[src/rtl/network_div_30s_14ns_16_seq_if.sv]
// Operand/result handshake bundle for the sequential requantization divider.
// The producer/consumer side uses master; the divider uses slave.
interface network_div_30s_14ns_16_seq_if #(
    parameter int DIVIDEND_WIDTH = 30,
    parameter int DIVISOR_WIDTH  = 14,
    parameter int QUOTIENT_WIDTH = 16
);
    logic                      in_valid;
    logic                      in_ready;
    logic [DIVIDEND_WIDTH-1:0] dividend;
    logic [DIVISOR_WIDTH-1:0]  divisor;
    logic                      out_valid;
    logic                      out_ready;
    logic [QUOTIENT_WIDTH-1:0] quotient;
    logic [DIVISOR_WIDTH-1:0]  remainder;
    logic                      overflow;
    logic                      div_by_zero;

    modport master (
        output in_valid, dividend, divisor, out_ready,
        input  in_ready, out_valid, quotient, remainder, overflow, div_by_zero
    );

    modport slave (
        input  in_valid, dividend, divisor, out_ready,
        output in_ready, out_valid, quotient, remainder, overflow, div_by_zero
    );
endinterface

[src/rtl/network_div_30s_14ns_16_seq.sv]
// Restoring divider: signed 30-bit accumulator / unsigned 14-bit scale -> saturated
// signed 16-bit quotient, one bit per cycle, one operation in flight.
module network_div_30s_14ns_16_seq #(
    parameter int DIVIDEND_WIDTH = 30,
    parameter int DIVISOR_WIDTH  = 14,
    parameter int QUOTIENT_WIDTH = 16
) (
    input  logic clk,
    input  logic rst_n,
    network_div_30s_14ns_16_seq_if.slave bus
);
    localparam int CNT_W = $clog2(DIVIDEND_WIDTH + 1);
    localparam logic [DIVIDEND_WIDTH-1:0] POS_LIMIT = DIVIDEND_WIDTH'((2 ** (QUOTIENT_WIDTH - 1)) - 1);
    localparam logic [DIVIDEND_WIDTH-1:0] NEG_LIMIT = DIVIDEND_WIDTH'(2 ** (QUOTIENT_WIDTH - 1));
    localparam logic [QUOTIENT_WIDTH-1:0] Q_MAX = {1'b0, {(QUOTIENT_WIDTH - 1){1'b1}}};
    localparam logic [QUOTIENT_WIDTH-1:0] Q_MIN = {1'b1, {(QUOTIENT_WIDTH - 1){1'b0}}};

    typedef enum logic [1:0] {IDLE, CALC, FIX, DONE} state_t;

    state_t state_q, state_d;

    logic                      sign_q;
    logic [DIVIDEND_WIDTH-1:0] mag_q;
    logic [DIVISOR_WIDTH-1:0]  div_q;
    logic [DIVISOR_WIDTH:0]    rem_q;
    logic [DIVIDEND_WIDTH-1:0] quo_q;
    logic [CNT_W-1:0]          cnt_q;

    logic [QUOTIENT_WIDTH-1:0] quotient_q;
    logic [DIVISOR_WIDTH-1:0]  remainder_q;
    logic                      overflow_q;
    logic                      div_by_zero_q;
    logic                      out_valid_q;

    logic                      accept;
    logic [DIVIDEND_WIDTH-1:0] in_mag;
    logic [DIVISOR_WIDTH:0]    r_shift;
    logic                      r_ge;
    logic [DIVISOR_WIDTH:0]    r_next;
    logic [QUOTIENT_WIDTH-1:0] quo_low;
    logic [QUOTIENT_WIDTH-1:0] fix_q;
    logic                      fix_ovf;

    assign accept = bus.in_valid && (state_q == IDLE);

    // NOTE: every signal written here gets a default first, so no path leaves it unassigned and no latch is inferred.
    always_comb begin
        state_d = state_q;
        in_mag  = bus.dividend[DIVIDEND_WIDTH-1] ? (~bus.dividend + 1'b1) : bus.dividend;
        r_shift = {rem_q[DIVISOR_WIDTH-1:0], mag_q[DIVIDEND_WIDTH-1]};
        r_ge    = (r_shift >= {1'b0, div_q});
        r_next  = r_ge ? (r_shift - {1'b0, div_q}) : r_shift;
        quo_low = quo_q[QUOTIENT_WIDTH-1:0];
        fix_q   = quo_low;
        fix_ovf = 1'b0;

        // Negative results may reach one step further than positive ones (-2^15).
        if (!sign_q) begin
            if (quo_q > POS_LIMIT) begin
                fix_q   = Q_MAX;
                fix_ovf = 1'b1;
            end
        end else if (quo_q > NEG_LIMIT) begin
            fix_q   = Q_MIN;
            fix_ovf = 1'b1;
        end else begin
            fix_q = ~quo_low + 1'b1;
        end

        case (state_q)
            IDLE: if (accept) state_d = (bus.divisor == '0) ? DONE : CALC;
            CALC: if (cnt_q == CNT_W'(1)) state_d = FIX;
            FIX:  state_d = DONE;
            DONE: if (bus.out_ready) state_d = IDLE;
            default: state_d = IDLE;
        endcase
    end

    // NOTE: sequential state uses non-blocking assignments so every register samples pre-edge values.
    always_ff @(posedge clk or negedge rst_n) begin
        if (!rst_n) state_q <= IDLE;
        else        state_q <= state_d;
    end

    always_ff @(posedge clk or negedge rst_n) begin
        if (!rst_n) begin
            sign_q        <= 1'b0;
            mag_q         <= '0;
            div_q         <= '0;
            rem_q         <= '0;
            quo_q         <= '0;
            cnt_q         <= '0;
            quotient_q    <= '0;
            remainder_q   <= '0;
            overflow_q    <= 1'b0;
            div_by_zero_q <= 1'b0;
            out_valid_q   <= 1'b0;
        end else begin
            case (state_q)
                IDLE: begin
                    if (accept) begin
                        sign_q        <= bus.dividend[DIVIDEND_WIDTH-1];
                        mag_q         <= in_mag;
                        div_q         <= bus.divisor;
                        rem_q         <= '0;
                        quo_q         <= '0;
                        cnt_q         <= CNT_W'(DIVIDEND_WIDTH);
                        overflow_q    <= 1'b0;
                        div_by_zero_q <= 1'b0;
                        if (bus.divisor == '0) begin
                            quotient_q    <= bus.dividend[DIVIDEND_WIDTH-1] ? Q_MIN : Q_MAX;
                            remainder_q   <= '0;
                            div_by_zero_q <= 1'b1;
                            out_valid_q   <= 1'b1;
                            cnt_q         <= '0;
                        end
                    end
                end
                CALC: begin
                    rem_q <= r_next;
                    quo_q <= {quo_q[DIVIDEND_WIDTH-2:0], r_ge};
                    mag_q <= {mag_q[DIVIDEND_WIDTH-2:0], 1'b0};
                    cnt_q <= cnt_q - 1'b1;
                end
                FIX: begin
                    quotient_q  <= fix_q;
                    remainder_q <= rem_q[DIVISOR_WIDTH-1:0];
                    overflow_q  <= fix_ovf;
                    out_valid_q <= 1'b1;
                end
                DONE: begin
                    if (bus.out_ready) out_valid_q <= 1'b0;
                end
                default: ;
            endcase
        end
    end

    assign bus.in_ready    = (state_q == IDLE);
    assign bus.out_valid   = out_valid_q;
    assign bus.quotient    = quotient_q;
    assign bus.remainder   = remainder_q;
    assign bus.overflow    = overflow_q;
    assign bus.div_by_zero = div_by_zero_q;
endmodule

[src/flat_wrapper.sv]
// flat-port wrapper written by rule: the top's interface ports become plain ports
module network_div_30s_14ns_16_seq_flat 
#(
    parameter int DIVIDEND_WIDTH = 30,
    parameter int DIVISOR_WIDTH  = 14,
    parameter int QUOTIENT_WIDTH = 16
)
  (clk, rst_n, bus_in_valid, bus_dividend, bus_divisor, bus_out_ready, bus_in_ready, bus_out_valid, bus_quotient, bus_remainder, bus_overflow, bus_div_by_zero);
  network_div_30s_14ns_16_seq_if #(.DIVIDEND_WIDTH(DIVIDEND_WIDTH), .DIVISOR_WIDTH(DIVISOR_WIDTH), .QUOTIENT_WIDTH(QUOTIENT_WIDTH)) bus_i ();
  input  logic clk;
  input  logic rst_n;
  input wire logic [$bits(bus_i.in_valid)-1:0] bus_in_valid;
  input wire logic [$bits(bus_i.dividend)-1:0] bus_dividend;
  input wire logic [$bits(bus_i.divisor)-1:0] bus_divisor;
  input wire logic [$bits(bus_i.out_ready)-1:0] bus_out_ready;
  output wire logic [$bits(bus_i.in_ready)-1:0] bus_in_ready;
  output wire logic [$bits(bus_i.out_valid)-1:0] bus_out_valid;
  output wire logic [$bits(bus_i.quotient)-1:0] bus_quotient;
  output wire logic [$bits(bus_i.remainder)-1:0] bus_remainder;
  output wire logic [$bits(bus_i.overflow)-1:0] bus_overflow;
  output wire logic [$bits(bus_i.div_by_zero)-1:0] bus_div_by_zero;
  assign bus_i.in_valid = bus_in_valid;
  assign bus_i.dividend = bus_dividend;
  assign bus_i.divisor = bus_divisor;
  assign bus_i.out_ready = bus_out_ready;
  assign bus_in_ready = bus_i.in_ready;
  assign bus_out_valid = bus_i.out_valid;
  assign bus_quotient = bus_i.quotient;
  assign bus_remainder = bus_i.remainder;
  assign bus_overflow = bus_i.overflow;
  assign bus_div_by_zero = bus_i.div_by_zero;
  network_div_30s_14ns_16_seq #(.DIVIDEND_WIDTH(DIVIDEND_WIDTH), .DIVISOR_WIDTH(DIVISOR_WIDTH), .QUOTIENT_WIDTH(QUOTIENT_WIDTH)) u_core (.clk(clk), .rst_n(rst_n), .bus(bus_i));
endmodule
[config.mk]
export PLATFORM = sky130hd
export DESIGN_NAME = network_div_30s_14ns_16_seq_flat
export DESIGN_NICKNAME = d
export VERILOG_FILES = /design/src/rtl/network_div_30s_14ns_16_seq_if.sv /design/src/rtl/network_div_30s_14ns_16_seq.sv /design/src/flat_wrapper.sv
export SDC_FILE = /design/constraint.sdc
export NUM_CORES = 1
export LEC_CHECK = 0
export CORE_UTILIZATION = 50
export CTS_CLUSTER_DIAMETER = 30
export DETAILED_ROUTE_END_ITERATION = 7
export GPL_TIMING_DRIVEN = 0
export PLACE_DENSITY_LB_ADDON = 0.15
export RECOVER_POWER = 50
export SYNTH_ARGS = -nofsm -noshare
export SYNTH_HDL_FRONTEND = slang
export SYNTH_SLANG_ARGS = --single-unit
export TNS_END_PERCENT = 20
[constraint.sdc]
create_clock -name clk -period 4.9 [get_ports clk]
set_input_delay 0.98 -clock clk [delete_from_list [all_inputs] [get_ports clk]]
set_output_delay 0.98 -clock clk [all_outputs]
set_load 0.02 [all_outputs]
Yosys cells after proc, flatten, opt, wreduce, memory -nomap -nowiden. Index checks and enable logic that the tools add are counted.

Register bits after elaboration: 129. Bits in latches: 0. RAM bits: 0. Bits in read-only memories: 0. Input port bits: 48. Output and inout port bits: 34. Word-level logic and storage cells: 77. Memories kept: 0.

$add $sub $neg: 4. Multiply operators: 0. Div/mod/pow operators: 0. $lt $le $gt $ge: 3. Equal/unequal tests: 8. Shift operators: 0. Muxes and demuxes: 36. Bitwise logic cells: 2. Reduce and logical (&&, ||, !) cells: 12.

Operators with widths (number): 30-bit case mux with 2 select lines (2); 16-bit 2-to-1 mux (6); 30-bit 2-to-1 mux (3); 14-bit 2-to-1 mux (4); 14-bit case mux with 2 select lines (2); 16-bit case mux with 2 select lines (1); 30-bit by 1-bit adder with 30-bit output, second input constant (1); 30-bit by 15-bit greater-than comparator with 1-bit output, second input constant (1); 30-bit by 16-bit greater-than comparator with 1-bit output, second input constant (1); 30-bit inverter (1); 16-bit by 1-bit adder with 16-bit output, second input constant (1); 16-bit inverter (1); 15-bit by 14-bit greater-or-equal comparator with 1-bit output (1); 14-bit logical NOT (1); 14-bit subtractor (1); 5-bit 2-to-1 mux (2); 5-bit case mux with 2 select lines (1); 1-bit 2-to-1 mux (8); 2-bit 2-to-1 mux (4); 2-bit case mux with 4 select lines (1); 2-bit by 1-bit != test with 1-bit output, second input constant (3); 2-bit AND reduction (3); 3-bit AND reduction (2); 5-bit by 1-bit == test with 1-bit output, second input constant (1); 11 further kinds (13).

Depth between registers and ports, before layout.
Depth after elaboration: 5. Gate-level depth with buffers: 10. Depth with buffers taken out: 10.

Least setup slack after synthesis. OpenSTA, ideal clock, no wires.

Path type: input -> register. Start point: input bus_dividend[14]. End point: register u_core.mag_q[23]. Setup time: 131 ps. Data arrival time: 2437 ps. Path slack: 2333 ps. Stages: 6. Cell sequence: or3_1 > nor4_4 > nand4_1 > o31ai_1 > xor2_1 > o22ai_1.

Longest elaborated chain between the ends: 5.

Ends and longest elaborated chain: start, declared (line flat_wrapper.sv:13) `input wire logic [$bits(bus_i.dividend)-1:0] bus_dividend;`; 30-bit inverter (line network_div_30s_14ns_16_seq.sv:49) `in_mag = bus.dividend[DIVIDEND_WIDTH-1] ? (~bus.dividend + 1'b1) : bus.dividend;`; 30-bit by 1-bit adder with 30-bit output (line network_div_30s_14ns_16_seq.sv:49); 30-bit 2-to-1 mux (line network_div_30s_14ns_16_seq.sv:49); 30-bit 2-to-1 mux (line network_div_30s_14ns_16_seq.sv:101) `if (accept) begin`; 30-bit case mux with 2 select lines (line network_div_30s_14ns_16_seq.sv:99) `case (state_q)`; end signal, assigned (line network_div_30s_14ns_16_seq.sv:103) `mag_q <= in_mag;`; end signal, assigned (line network_div_30s_14ns_16_seq.sv:122) `mag_q <= {mag_q[DIVIDEND_WIDTH-2:0], 1'b0};`; end, declared (line network_div_30s_14ns_16_seq.sv:23) `logic [DIVIDEND_WIDTH-1:0] mag_q;`.

No other way between the ends. The select of a mux whose other input is x is not followed. A chain may end at the register's enable or synchronous reset.

Final worst setup path.
Start point: input bus_divisor[4]. End point: register u_core.quotient_q[6], in the netlist u_core.bus.quotient[6].

Longest elaborated chain between the ends: 3.

Ends and longest elaborated chain: start, declared (line flat_wrapper.sv:14) `input wire logic [$bits(bus_i.divisor)-1:0] bus_divisor;`; 14-bit logical NOT (line network_div_30s_14ns_16_seq.sv:110) `if (bus.divisor == '0) begin`; 2-bit by 1-bit != test with 1-bit output (no line); 3-bit AND reduction (no line); end signal, assigned (line network_div_30s_14ns_16_seq.sv:111) `quotient_q <= bus.dividend[DIVIDEND_WIDTH-1] ? Q_MIN : Q_MAX;`; end signal, assigned (line network_div_30s_14ns_16_seq.sv:126) `quotient_q <= fix_q;`; end, declared (line network_div_30s_14ns_16_seq.sv:29) `logic [QUOTIENT_WIDTH-1:0] quotient_q;`.

No other way between the ends.

==> flow_summary.yaml <==
grt:
  grt_pass1_wl_microns: 32780
  busiest_layer: "met2"
  globalRouteMet2Util: 0.4526
  grt_pass1_vias: 6482
  use_met3: 0.06688
  grt_max_degree: 95
  track_usage: 0.2854
  met1_usage: 0.3816
  overflow: 0
  antenna_found_initial: 0
clocking:
  cts-htree-levels: 4
  cts_hold_buffers: 0
  clk_path_buf_depth: 2
  cts_tree: "built"
  cts_setup_buffers: 0
  ctsResizeCount: 0
  clock_sinks: 129
  cts-buffers-inserted: 17
  clkLatencyLatePin_ns: 0.42
  root_buffer: "clkbuf_16"
  cts.clk_slew.worst_paths_ns: 0.06
worst_setup_path:
  crit_buf_inv: 2
  cp_data_required_time_ns: 5.25
  cpMaxStageDelayCell: "nor3_1"
  worst-setup-path-type: "in2reg"
  start_kind: "input port"
  critPathTopFamily: "simple AND/OR/NAND/NOR gates"
  cp_max_fo: 10
  max_stage_delay_ns: 0.59
  worstPathArrival_ns: 3.73
  crit_path_end_kind: "register"
  path_cells: "dlygate4sd3_1, nor4_1, and4_1, a21oi_1, nor3_1, clkbuf_1, a221o_1"
sta:
  fin_skew_ns: 0.007516
  final-hold-violation-count: 0
  setup_violations: 0
  tightest_slew_ns: 1.949
  fmax_mhz: 295.7
  slew_viol_final: 36
  totalNegativeSetupSlack_ns: 0
  slew_headroom: -0.2994
  period_share: 0.6902
  min_period_ns: 3.382
  rsz0062_at_grt: "no"
floorplanning:
  start_util: 0.5200
  chipWidth_microns: 123.1
  dieArea_sq_um: 15150
  std_cell_rows: 43
  pin_count: 82
  core_area_sq_um: 14100
  dieHeight_microns: 123.1
run_status:
  violations: "max-capacitance violations, max-slew violations"
  status: "finished with violations"
synth:
  syn_nets: 875
  synthTopCellsByCount: "dfrtp_1, nand2_1, o21ai_0"
  muxShareOfSynthArea: 0.009901
  synth_fa_ha_area_frac: 0.04029
  synth.most_common_cell: "dfrtp_1"
  syn_inst: 804
  yosysWarnings: 0
  synth_edf_count: 0
  ys_ff_latch: 129
  synth_top_area_frac: 0.4404
  synth_top_family_by_area: "compound AO/OA/AOI/OAI gates"
  yosysTopAreaCell: "dfrtp_1"
  synth-xor-area-share: 0.04182
  synth_compound_area_frac: 0.2617
  yosysUniqueCellTypes: 68
  syn_area_sq_um: 7330
  synth_area_leaders: "dfrtp_1, o21ai_0, nand2_1"
  synth_simple_gate_area_share: 0.1646
  syn_area_per_cell_sq_um: 9.116
  synth_top_flop_cell: "dfrtp_1"
  ys_seq_area_frac: 0.4404
  async_reset_ff_frac: 1.000
route:
  drc_errors: 0
  drt-initial-drc-count: 555
  firstDrtPassIters: 6
  viasPerCell: 6.161
  wl_per_cell_microns: 18.71
  ant_nets: 0
  vias: 6759
  drt_wl_total_microns: 20520
power:
  p_leak_nw: 3.816
  p_per_area_nw_per_um2: 683.6
  ir_worst_vdd_mv: 0.3268
placement:
  port-buffer-count: 81
  place_congestion: 0.8812
  place_area_sq_um: 8394
  dp_hpwl_microns: 15280
finish:
  diodes: 0
  fin_area_sq_um: 8965
  fillers: 1210
  drive_above_1_share: 0.05562
  layout.nets: 976
  area_growth_syn_to_layout_pct: 22.31
flow_run:
  max_cap_violations: 1
worst_hold_path:
  hold_class: "reg2reg"
==> power by group <==
group	total (mW)	switching, mW	internal (mW)
Sequential	1.70	0.256	1.44
Combinational	3.19	1.98	1.21
Clock	1.24	0.481	0.761
Total	6.13	2.71	3.41
==> sequential cells by signal, summed over array words and instances, names as in the netlist <==
name	flops
u_core.bus.out_valid	1
u_core.bus.overflow	1
u_core.div_q	14
u_core.bus.div_by_zero	1
u_core.bus.remainder	14
u_core.rem_q	14
u_core.bus.quotient	16
u_core.mag_q	30
u_core.cnt_q	5
u_core.sign_q	1
u_core.quo_q	30
u_core.state_q	2
==> layout make-up <==
cell class,instances,area [sq um],share of cell area
plain buffers,47,190.2,0.02121
clock buffers,19,442.9,0.04941
clock inverters,12,135.1,0.01507
inverters,30,112.6,0.01256
multi-input cells,598,3799,0.4237
flip-flops and latches,129,3228,0.3601
well taps,180,225.2,0.02512
repair buffers,82,832.0,0.09281
==> cells in the final DEF, fill, tap and decap left out, drive strengths merged, types with 14 or more instances in the layout <==
| cell type | instances |
|---|---|
| a221o | 14 |
| or3 | 15 |
| clkdlybuf4s50 | 70 |
| dfrtp | 129 |
| a21oi | 52 |
| o211ai | 20 |
| o31ai | 14 |
| ha | 22 |
| o22ai | 14 |
| o21ai | 90 |
| inv | 31 |
| xor2 | 25 |
| a22o | 37 |
| nor2 | 44 |
| clkbuf | 58 |
| nand2 | 104 |
==> metal layers <==
metal  routed length (microns)  vias to the layer above
li1                          -                     3173
met4                       424                        0
met1                      9210                     3310
met5                         0                        -
met3                      1166                       40
met2                      9720                      236
==> logic make-up after synthesis <==
family,after synthesis
AND/OR/NAND/NOR,243
AO/OA/AOI/OAI,290
flip-flops,129
buffers and inverters,77
multiplexers,7
adder cells (fa/ha/maj),23
XOR/XNOR,35
==> worst paths after layout <==
kind	start	end	slack [ns]	cells after the start
max	bus_divisor[4]	u_core.bus.quotient[6]	1.52	7
min	u_core.mag_q[6]	u_core.mag_q[6]	0.49	2
max reg2reg	u_core.state_q[1]	u_core.rem_q[5]	1.92	9
min reg2reg	u_core.mag_q[6]	u_core.mag_q[6]	0.49	2
max in group asynchronous	rst_n	u_core.mag_q[7]	2.56	2
min in group asynchronous	rst_n	u_core.quo_q[25]	1.10	1
==> stage by stage <==
step                      hold slack, ns  power, mW  cells  utilization  setup WS (ns)
after floorplan                   0.4438      3.834    804            -          2.333
after global placement            0.4670      4.776   1065       0.5935         -2.089
after detailed placement          0.4755      4.860   1066       0.5955          1.216
after CTS                         0.4500      6.124   1097       0.6365          1.630
after global routing              0.5228      6.577   1097       0.6360          1.398
final                             0.4867      6.128   1097       0.6360          1.518
==> worst reg2reg max path, cell delays in order, from the launching register on <==
cell      delay, ns
dfrtp_1        0.42
inv_1          0.10
ha_1           0.14
buf_2          0.20
clkinv_1       0.27
a21oi_1        0.49
clkbuf_1       0.45
clkbuf_1       0.49
o211ai_1       0.21
o211ai_1       0.13
(Power assumes the default switching activity.)
